[config.mk]
export PLATFORM = sky130hd
export DESIGN_NAME = writeback_unit
export DESIGN_NICKNAME = d
export VERILOG_FILES = /design/src/rtl/writeback_unit_pkg.sv /design/src/rtl/writeback_unit.sv
export SDC_FILE = /design/constraint.sdc
export NUM_CORES = 1
export LEC_CHECK = 0
export CORE_MARGIN = 2
export CORE_UTILIZATION = 42
export DETAILED_ROUTE_END_ITERATION = 12
export GPL_TIMING_DRIVEN = 0
export PLACE_DENSITY = 0.78
export SYNTH_ARGS = -nofsm -noshare
export SYNTH_HDL_FRONTEND = slang
export SYNTH_SLANG_ARGS = --single-unit
export TNS_END_PERCENT = 50
[constraint.sdc]
create_clock -name clk -period 2 [get_ports clk]
set_input_delay 0.3 -clock clk [delete_from_list [all_inputs] [get_ports clk]]
set_output_delay 0.3 -clock clk [all_outputs]
set_load 0.05 [all_outputs]
[src/rtl/writeback_unit_pkg.sv]
// writeback_unit_pkg: shared widths, opcode constants, FSM states and destination decode
package writeback_unit_pkg;

    localparam int WB_DATA_W = 8;
    localparam int WB_REG_AW = 3;
    localparam int WB_MEM_AW = 5;

    localparam logic [3:0] OP_MUL   = 4'b1010;
    localparam logic [3:0] OP_DIV   = 4'b1011;
    localparam logic [3:0] OP_STORE = 4'b1101;
    localparam logic [3:0] OP_NOP   = 4'b1111;

    typedef enum logic [2:0] {
        IDLE      = 3'd0,
        WR_SINGLE = 3'd1,
        WR_LO     = 3'd2,
        WR_HI     = 3'd3,
        WR_MEM    = 3'd4
    } state_t;

    // First state an accepted instruction enters; am only matters for stores
    function automatic state_t first_state(input logic [3:0] op, input logic am);
        return (op == OP_MUL || op == OP_DIV) ? WR_LO :
               (op == OP_STORE && am)         ? WR_MEM :
               (op == OP_NOP)                 ? IDLE : WR_SINGLE;
    endfunction

endpackage

[src/rtl/writeback_unit.sv]
// writeback_unit: commits execute results to the register file or memory bank write port
module writeback_unit
    import writeback_unit_pkg::*;
#(
    parameter int DATA_W = WB_DATA_W,
    parameter int REG_AW = WB_REG_AW,
    parameter int MEM_AW = WB_MEM_AW
) (
    input  logic                clk,
    input  logic                reset,
    input  logic                in_valid,
    output logic                in_ready,
    input  logic [3:0]          opcode,
    input  logic                am,
    input  logic [REG_AW-1:0]   rd,
    input  logic [MEM_AW-1:0]   mem_addr,
    input  logic [DATA_W-1:0]   result,
    input  logic [2*DATA_W-1:0] result_md,
    output logic                reg_we,
    output logic [REG_AW-1:0]   reg_waddr,
    output logic [DATA_W-1:0]   reg_wdata,
    output logic                mem_we,
    output logic [MEM_AW-1:0]   mem_waddr,
    output logic [DATA_W-1:0]   mem_wdata,
    output logic                done
);

    state_t              state_q, state_d;
    logic [REG_AW-1:0]   rd_q, rd_d;
    logic [MEM_AW-1:0]   addr_q, addr_d;
    logic [DATA_W-1:0]   res_q, res_d;
    logic [2*DATA_W-1:0] md_q, md_d;
    logic                ready_q, ready_d;
    logic                reg_we_q, reg_we_d, mem_we_q, mem_we_d, done_q, done_d;
    logic [REG_AW-1:0]   reg_waddr_q, reg_waddr_d;
    logic [DATA_W-1:0]   reg_wdata_q, reg_wdata_d, mem_wdata_q, mem_wdata_d;
    logic [MEM_AW-1:0]   mem_waddr_q, mem_waddr_d;
    logic                transfer;

    assign transfer = in_valid && ready_q;

    // Next state, operand capture, and next-cycle output values derived from the
    // state being entered so every port comes straight from a flop
    always_comb begin
        rd_d        = transfer ? rd        : rd_q;
        addr_d      = transfer ? mem_addr  : addr_q;
        res_d       = transfer ? result    : res_q;
        md_d        = transfer ? result_md : md_q;
        state_d     = transfer ? first_state(opcode, am) :
                      (state_q == WR_LO) ? WR_HI : IDLE;
        ready_d     = (state_d == IDLE);
        reg_we_d    = (state_d == WR_SINGLE) || (state_d == WR_LO) || (state_d == WR_HI);
        reg_waddr_d = (state_d == WR_HI) ? rd_d + 1'b1 : reg_we_d ? rd_d : '0;
        reg_wdata_d = (state_d == WR_SINGLE) ? res_d :
                      (state_d == WR_LO)     ? md_d[DATA_W-1:0] :
                      (state_d == WR_HI)     ? md_d[2*DATA_W-1:DATA_W] : '0;
        mem_we_d    = (state_d == WR_MEM);
        mem_waddr_d = mem_we_d ? addr_d : '0;
        mem_wdata_d = mem_we_d ? res_d : '0;
        done_d      = (state_d == WR_SINGLE) || (state_d == WR_HI) || (state_d == WR_MEM) ||
                      (transfer && opcode == OP_NOP);
    end

    // State, captured operands and registered outputs; reset drops any instruction in flight
    always_ff @(posedge clk or posedge reset) begin
        if (reset) begin
            state_q     <= IDLE;
            rd_q        <= '0;
            addr_q      <= '0;
            res_q       <= '0;
            md_q        <= '0;
            ready_q     <= 1'b1;
            reg_we_q    <= 1'b0;
            reg_waddr_q <= '0;
            reg_wdata_q <= '0;
            mem_we_q    <= 1'b0;
            mem_waddr_q <= '0;
            mem_wdata_q <= '0;
            done_q      <= 1'b0;
        end else begin
            state_q     <= state_d;
            rd_q        <= rd_d;
            addr_q      <= addr_d;
            res_q       <= res_d;
            md_q        <= md_d;
            ready_q     <= ready_d;
            reg_we_q    <= reg_we_d;
            reg_waddr_q <= reg_waddr_d;
            reg_wdata_q <= reg_wdata_d;
            mem_we_q    <= mem_we_d;
            mem_waddr_q <= mem_waddr_d;
            mem_wdata_q <= mem_wdata_d;
            done_q      <= done_d;
        end
    end

    assign in_ready  = ready_q;
    assign reg_we    = reg_we_q;
    assign reg_waddr = reg_waddr_q;
    assign reg_wdata = reg_wdata_q;
    assign mem_we    = mem_we_q;
    assign mem_waddr = mem_waddr_q;
    assign mem_wdata = mem_wdata_q;
    assign done      = done_q;

endmodule

==> flow_metrics.tcl, run 1 <==
set metrics [dict create \
    status "complete, no violations" \
    diodes 0 \
    totalPowerFinal_mw 1.918 \
    drc 0 \
    cts_num_sinks 42 \
    nets 282 \
    dpl.hpwl_um 2849 \
    yosys-top-cells-area "dfrtp_1 (59%), nand2_1 (11%), nand3_1 (4.9%), o211ai_1 (3.5%), and2_1 (3.3%)" \
    cp_num_buf_inv 1 \
    syn_to_final_growth_pct 47.21 \
    cts_tree "built" \
    ys_warn_count 0 \
    layout-drive-gt1-share 0.1042 \
    ys_seq_elements 42 \
    synth.yosys.seq_area_share 0.6090 \
    cp_slowest_stage_delay_ps 810 \
    setup_viol_count_final 0 \
    avgRoutedWirePerCell_um 13.51 \
    vias 1423 \
    numPortBuffers 67 \
    cp_top_family "buffers and inverters" \
    finalHoldViolations 0 \
    avgSynthCellArea_um2 10.35 \
    cts_buffer_depth 2 \
    finClkSkew_ps 3.738 \
    ant_nets 0 \
    root_buffer "clkbuf_8" \
    grt_max_degree 43 \
    grt_pass1_wl_um 6410 \
    cts.repair.resized 0 \
    cp-end-kind "primary output" \
    critPathKind "reg -> out" \
    core_mm2 0.003971 \
    required_ps 1700 \
    post_cts_buffers 0 \
    drt_iter0_markers 121 \
    clock.fmax_mhz 516.7 \
    slew_headroom 0.4397 \
    place.gp.congestion 0.7754 \
    via_per_inst 4.907 \
    die_w_um 68.14 \
    synthArstFlopShare 1.000 \
    tns_ps 0 \
    worstSetupStartpointType "register" \
    maxSlewViolCount 0 \
    crit_arrival_ps 1640 \
    drv_cap 0 \
    tightestPinTransition_ps 839.2 \
    antenna_found_initial 0 \
    grtUsageTotal 0.1892 \
    grt_overflow 0 \
    firstDrtPassIters 4 \
    floorplan.initialDensity 0.4351 \
    final_cell_area_mm2 0.002544 \
    cp_max_fo 3 \
    dieHeight_um 68.14 \
    syn-num-nets 208 \
    place_area_mm2 0.002461 \
    syn_inst 167 \
    postCtsHoldBufs 0 \
    cp_slowest_cell "clkdlybuf4s50_1" \
    cts-buffers-inserted 5 \
    crit_chain "clkdlybuf4s50_1" \
    rows 23 \
    final.period_utilization 0.9677 \
    power_density_mw_per_mm2 754.0 \
    vdd_drop_max_mv 0.4307 \
    period_needed_ps 1935 \
    power_leakage_nw 1.136 \
    hold_path_class "reg -> reg" \
    nFillCells 334 \
    io_pins 68 \
    drt_wl_total_um 3918 \
    worstSkewPairLatency_ps 280 \
    rsz0062_at_grt "false" \
    synthFlopType "dfrtp_1" \
    clkSlewWorstSetupHoldPaths_ps 70 \
    die_area_mm2 0.004643 \
    synth_area_leader_cell "dfrtp_1" \
    ys_types 28 \
    netlist_area_mm2 0.001728 \
    synth_edf_count 0 \
    yosysTopAreaCellShare 0.5938 \
    htreeDepth 2 \
    grt_pass1_vias 1389 \
]
area by class of cell:
cell class / instances / area, µm² / share of cell area
buffer: 11 / 70.07 / 0.02755
clock buffer: 6 / 82.58 / 0.03246
inverter: 2 / 7.507 / 0.002951
multi-input combinational: 112 / 598.1 / 0.2351
sequential: 42 / 1052 / 0.4137
tap: 50 / 62.56 / 0.02459
timing repair buffer: 67 / 670.6 / 0.2636
layer usage:
metal / up-vias / track usage / wire length, µm / share of wire
li1: 695 / - / - / -
met1: 684 / 0.2386 / 1686 / 0.43
met2: 40 / 0.3131 / 1972 / 0.50
met3: 4 / 0.05921 / 217 / 0.055
met4: 0 / 0.05250 / 42 / 0.011
met5: - / 0 / 0 / 0
synthesized netlist by cell type, drive strengths merged (4+ instances only):
master / count
nand2: 49
nand3: 18
nor2: 9
o211ai: 8
dfrtp: 41
buf: 11
a21oi: 4
and2: 9
report_power, final:
part	leakage, nW	switching, mW	internal, mW
Clock	0.0431	0.261	0.266
Combinational	0.540	0.254	0.184
Sequential	0.553	0.0320	0.921
placed cells by master (no fill, tap or decap), drive strengths merged, types with 4 or more instances in the layout:
master | synthesis | layout
buf | 11 | 11
clkbuf | 0 | 6
nand2 | 49 | 49
a21oi | 4 | 4
and2 | 9 | 9
o211ai | 8 | 8
dfrtp | 41 | 41
clkdlybuf4s50 | 0 | 67
nor2 | 9 | 9
nand3 | 18 | 18
cell families after synthesis:
| kind of cell | count (synthesis) | share of synthesized area |
|---|---|---|
| adder cells (fa/ha/maj) | 1 | 0.007240 |
| flip-flops | 42 | 0.6090 |
| buffers and inverters | 13 | 0.04490 |
| XOR/XNOR | 1 | 0.005070 |
| AO/OA/AOI/OAI | 17 | 0.06806 |
| AND/OR/NAND/NOR | 93 | 0.2658 |
worst paths after layout:
| check | to | start | slack [ps] | cells after the start |
|---|---|---|---|---|
| max in group asynchronous | mem_wdata[4] | reset | 970 | 2 |
| hold reg to reg | md_q[10] | md_q[10] | 480 | 2 |
| setup reg to reg | reg_waddr[2] | in_ready | 230 | 7 |
| min in group asynchronous | mem_waddr[1] | reset | 510 | 2 |
| setup / recovery | in_ready | in_ready | 60 | 1 |
| hold / removal | md_q[10] | md_q[10] | 480 | 2 |
metrics by stage:
step / utilization / hold slack [ps] / instances / worst slack (ps)
2_1_floorplan: - / 372.7 / 167 / 205.9
3_3_place_gp: 0.6197 / 456.1 / 284 / -116.0
6_report: 0.6405 / 478.5 / 290 / 64.54
3_5_place_dp: 0.6197 / 462.5 / 284 / -12.68
4_1_cts: 0.6405 / 478.3 / 290 / 54.09
5_1_grt: 0.6405 / 509.4 / 290 / 33.78
registers in the layout, summed over array words and instances (netlist names):
name       count
reg_we         1
reg_waddr      3
rd_q           3
mem_wdata      8
mem_we         1
state_q        3
reg_wdata      8
md_q           8
done           1
mem_waddr      5
in_ready       1
No activity file was read; power rests on OpenSTA's default activity.
==> run 2: changes to the inputs <==
--- a/config.mk
+++ b/config.mk
@@ -5,11 +5,15 @@
 export SDC_FILE = /design/constraint.sdc
 export NUM_CORES = 1
 export LEC_CHECK = 0
+export CELL_PAD_IN_SITES_DETAIL_PLACEMENT = 2
+export CELL_PAD_IN_SITES_GLOBAL_PLACEMENT = 2
 export CORE_MARGIN = 2
-export CORE_UTILIZATION = 42
+export CORE_UTILIZATION = 25
 export DETAILED_ROUTE_END_ITERATION = 12
 export GPL_TIMING_DRIVEN = 0
-export PLACE_DENSITY = 0.78
+export PLACE_DENSITY_LB_ADDON = 0.1
+export RECOVER_POWER = 100
+export SETUP_SLACK_MARGIN = 0.02
 export SYNTH_ARGS = -nofsm -noshare
 export SYNTH_HDL_FRONTEND = slang
 export SYNTH_SLANG_ARGS = --single-unit
==> flow_metrics.tcl, run 2 (synthesized netlist as in run 1, its figures left out) <==
set metrics [dict create \
    status "complete, no violations" \
    avgRoutedWirePerCell_um 15.15 \
    power_density_mw_per_mm2 753.7 \
    grt_overflow 0 \
    postCtsHoldBufs 0 \
    vias 1441 \
    holdPathStages 2 \
    vdd_drop_max_mv 0.2322 \
    place.gp.congestion 0.7180 \
    maxSlewViolCount 0 \
    critPathKind "reg -> out" \
    numPortBuffers 67 \
    power_leakage_nw 1.204 \
    firstDrtPassIters 2 \
    final_cell_area_mm2 0.002574 \
    reg2reg_from "in_ready" \
    period_needed_ps 1811 \
    grt_pass1_wl_um 7907 \
    grt_use_met3 0.03602 \
    clkSlewWorstSetupHoldPaths_ps 80 \
    dpl.hpwl_um 3772 \
    root_buffer "clkbuf_8" \
    reg2regPathDepth 7 \
    totalPowerFinal_mw 1.940 \
    slew_headroom 0.4680 \
    drv_cap 0 \
    worstSkewPairLatency_ps 290 \
    holdPathEnd "md_q[11]" \
    io_pins 68 \
    via_per_inst 4.461 \
    worstSetupStartpointType "register" \
    hold_ws_ps 483.3 \
    grtUsageTotal 0.1379 \
    cts_num_sinks 42 \
    drc 0 \
    antenna_found_initial 0 \
    cp_max_fo 1 \
    die_w_um 87.14 \
    die_area_mm2 0.007593 \
    finalHoldViolations 0 \
    cts_buffer_depth 2 \
    htreeDepth 2 \
    rsz0062_at_grt "false" \
    drt_iter0_markers 36 \
    floorplan.initialDensity 0.2557 \
    dieHeight_um 87.14 \
    nets 283 \
    diodes 0 \
    cts_tree "built" \
    cts-buffers-inserted 5 \
    cp_top_family "buffers and inverters" \
    hold_path_class "reg -> reg" \
    crit_arrival_ps 1510 \
    tightestPinTransition_ps 797.1 \
    layout_common_cells "nand2_1 (49), dfrtp_1 (41), clkdlybuf4s50_1 (37)" \
    clock.fmax_mhz 552.2 \
    drt_wl_total_um 4895 \
    setup_viol_count_final 0 \
    required_ps 1700 \
    place_area_mm2 0.002526 \
    ant_nets 0 \
    reg2reg_to "reg_waddr[2]" \
    grt_pass1_vias 1487 \
    syn_to_final_growth_pct 48.95 \
    met1_usage 0.1836 \
    layout_commonest_cell "nand2_1" \
    r2r_slack_ps 210 \
    finClkSkew_ps 2.388 \
    cp_num_buf_inv 1 \
    cp-end-kind "primary output" \
    final.period_utilization 0.9054 \
    grt_max_degree 23 \
    worstHoldStart "md_q[11]" \
    cp_slowest_cell "dlygate4sd3_1" \
    crit_chain "dlygate4sd3_1" \
    cp_slowest_stage_delay_ps 900 \
    rows 30 \
    post_cts_buffers 0 \
    crit_start "reg_we" \
    layout-drive-gt1-share 0.08230 \
    tns_ps 0 \
    core_mm2 0.006756 \
    finish.utilization 0.3809 \
    use_met2 0.2228 \
    busiest_layer "met2" \
]
run 2: metrics by stage:
step / cells / setup slack [ps]
4_1_cts: 323 / 25.96
6_report: 323 / 189.2
3_5_place_dp: 315 / -90.44
2_1_floorplan: 167 / 205.9
5_1_grt: 323 / 78.87
3_3_place_gp: 314 / -288.3
run 2: power breakdown:
group | internal [mW] | switching [mW] | leakage (nW)
logic | 0.167 | 0.261 | 0.604
clock network | 0.279 | 0.284 | 0.0482
registers | 0.920 | 0.0296 | 0.552
run 2: layer usage:
layer | wire length [µm] | vias up
met5 | 0 | -
met4 | 59 | 0
met3 | 218 | 5
met2 | 2357 | 42
met1 | 2260 | 688
li1 | - | 706
run 2: area by class of cell:
cell class                 count  area [µm²]
clock inverter                 1       5.005
fill                         754        4183
timing repair buffer          68       669.4
clock buffer                   7       86.33
sequential                    42        1052
inverter                       2       7.507
tap                           80       100.1
multi-input combinational    112       588.1
buffer                        11       65.06
run 2: repair_timing:
action / in CTS / in global routing
resized for setup: 0 / 1
endpoints found under the hold margin: 0 / 0
endpoints found under the setup margin: 0 / 1
run 2: worst register-to-register path, cell delays in order, from the launching register on:
cell and delay [ps]:
dfstp_1 550, nand2_1 220, buf_2 240, nand2_1 70
nand2_1 80, ha_1 200, xnor2_1 120, o32ai_1 220
run 2: worst max-delay path by stage:
stage / to / slack, ps / depth (start not counted)
6_report: reg_we / 190 / 1
5_1_grt: reg_wdata[1] / 80 / 4
4_1_cts: in_ready / 30 / 1
3_5_place_dp: reg_waddr[2] / -90 / 8
3_3_place_gp: md_q[9] / -290 / 2
2_1_floorplan: reg_waddr[2] / 210 / 7
==> run 3: changes to the inputs <==
--- a/config.mk
+++ b/config.mk
@@ -11,7 +11,7 @@
 export CORE_UTILIZATION = 25
 export DETAILED_ROUTE_END_ITERATION = 12
 export GPL_TIMING_DRIVEN = 0
-export PLACE_DENSITY_LB_ADDON = 0.1
+export PLACE_DENSITY_LB_ADDON = 0.3
 export RECOVER_POWER = 100
 export SETUP_SLACK_MARGIN = 0.02
 export SYNTH_ARGS = -nofsm -noshare
==> flow_metrics.tcl, run 3 (synthesized netlist as in run 1, its figures left out) <==
set metrics [dict create \
    ant_nets 0 \
    diodes 0 \
    cts_num_sinks 42 \
    cts_buffer_depth 2 \
    period_needed_ps 1933 \
    crit_chain "clkdlybuf4s50_1" \
    swShare 0.3021 \
    p_sw_uw 592.5 \
    layout_commonest_cell "nand2_1" \
    grt_max_degree 28 \
    cp_num_buf_inv 1 \
    final.period_utilization 0.9665 \
    firstDrtPassIters 4 \
    slew_headroom 0.5348 \
    combPwrFrac 0.221 \
    syn_to_final_growth_pct 48.95 \
    cts_tree "built" \
    postCtsHoldBufs 0 \
    p_clk_frac 0.294 \
    die_w_um 87.14 \
    required_ps 1700 \
    vdd_drop_max_mv 0.2567 \
    hold_path_class "reg -> reg" \
    grt_pass1_vias 1616 \
    finish.utilization 0.3809 \
    rows 30 \
    layout-drive-gt1-share 0.08642 \
    pre_cts_ws_ps -85.80 \
    place.gp.congestion 0.7490 \
    finalHoldViolations 0 \
    cp_top_family "buffers and inverters" \
    tns_ps 0 \
    worstSetupStartpointType "register" \
    numPortBuffers 67 \
    post_cts_buffers 0 \
    power_density_mw_per_mm2 762.1 \
    p_int_mw 1.369 \
    grtUsageTotal 0.1438 \
    critPathKind "reg -> out" \
    core_mm2 0.006756 \
    clkSlewWorstSetupHoldPaths_ps 80 \
    seqPwrFrac 0.485 \
    nets 283 \
    antenna_found_initial 0 \
    dpl.hpwl_um 4013 \
    drt_iter0_markers 27 \
    cp_slowest_stage_delay_ps 800 \
    drv_cap 0 \
    grt_overflow 0 \
    cp-end-kind "primary output" \
    clock.fmax_mhz 517.3 \
    maxSlewViolCount 0 \
    rsz0062_at_grt "false" \
    avgRoutedWirePerCell_um 15.76 \
    drt_wl_total_um 5090 \
    tightestPinTransition_ps 697.9 \
    cts-buffers-inserted 5 \
    htreeDepth 2 \
    dieHeight_um 87.14 \
    layout_common_cells "nand2_1 (49), dfrtp_1 (41), clkdlybuf4s50_1 (38)" \
    crit_arrival_ps 1630 \
    finClkSkew_ps 7.930 \
    worstSkewPairLatency_ps 290 \
    io_pins 68 \
    cp_slowest_cell "clkdlybuf4s50_1" \
    vias 1450 \
    root_buffer "clkbuf_8" \
    drc 0 \
    totalPowerFinal_mw 1.961 \
    die_area_mm2 0.007593 \
    power_leakage_nw 1.199 \
    floorplan.initialDensity 0.2557 \
    status "complete, no violations" \
    setup_viol_count_final 0 \
    cts.repair.resized 0 \
    layout_setup_ws_ps 67.00 \
    hold_ws_ps 487.6 \
    via_per_inst 4.489 \
    grt_pass1_wl_um 8362 \
    cp_max_fo 3 \
]
run 3: changes by cell type in the layout (fill, tap and decap cells not counted):
cell,change
dfstp_2,+1
and2_1,-3
clkbuf_1,-1
and2_0,+3
nor4_2,+1
buf_2,-1
clkinvlp_4,+1
dfstp_1,-1
nor4_4,-1
clkdlybuf4s50_1,+1
run 3: path summary, 6_finish.rpt:
check / start / endpoint / slack [ps] / cells after the start
hold reg to reg: md_q[12] / md_q[12] / 490 / 2
min in group asynchronous: reset / mem_wdata[3] / 500 / 2
hold / removal: md_q[12] / md_q[12] / 490 / 2
setup reg to reg: in_ready / reg_waddr[2] / 180 / 7
setup / recovery: in_ready / in_ready / 70 / 1
max in group asynchronous: reset / reg_wdata[0] / 410 / 3
run 3: cell type report:
class                   instances  area (µm²)
plain buffers                  11       63.81
repair buffers                 68       675.6
clock buffers                   6       82.58
multi-input cells             112       579.3
flip-flops and latches         42        1052
well taps                      80       100.1
clock inverters                 2       12.51
fillers                       763        4183
inverters                       2       7.507
run 3: metal layers:
metal	vias up	GRT usage	routed length, µm
met2	42	0.2457	2558
met4	0	0.03357	41
met5	-	0	0
li1	702	-	-
met3	4	0.03318	220
met1	702	0.1849	2269
run 3: power by group through the flow:
stage	sequential [mW]	combinational, mW	clock [mW]
finish	0.950	0.434	0.577
global route	0.961	0.477	0.633
CTS	0.953	0.466	0.602
detailed placement	0.969	0.463	0
global placement	0.967	0.448	0
floorplan	1.06	0.157	0
run 3: stage by stage:
stage	cell area [µm²]	cells
floorplan	1728	167
detailed placement	2519	315
global placement	2499	314
CTS	2614	323
global route	2574	323
finish	2574	323
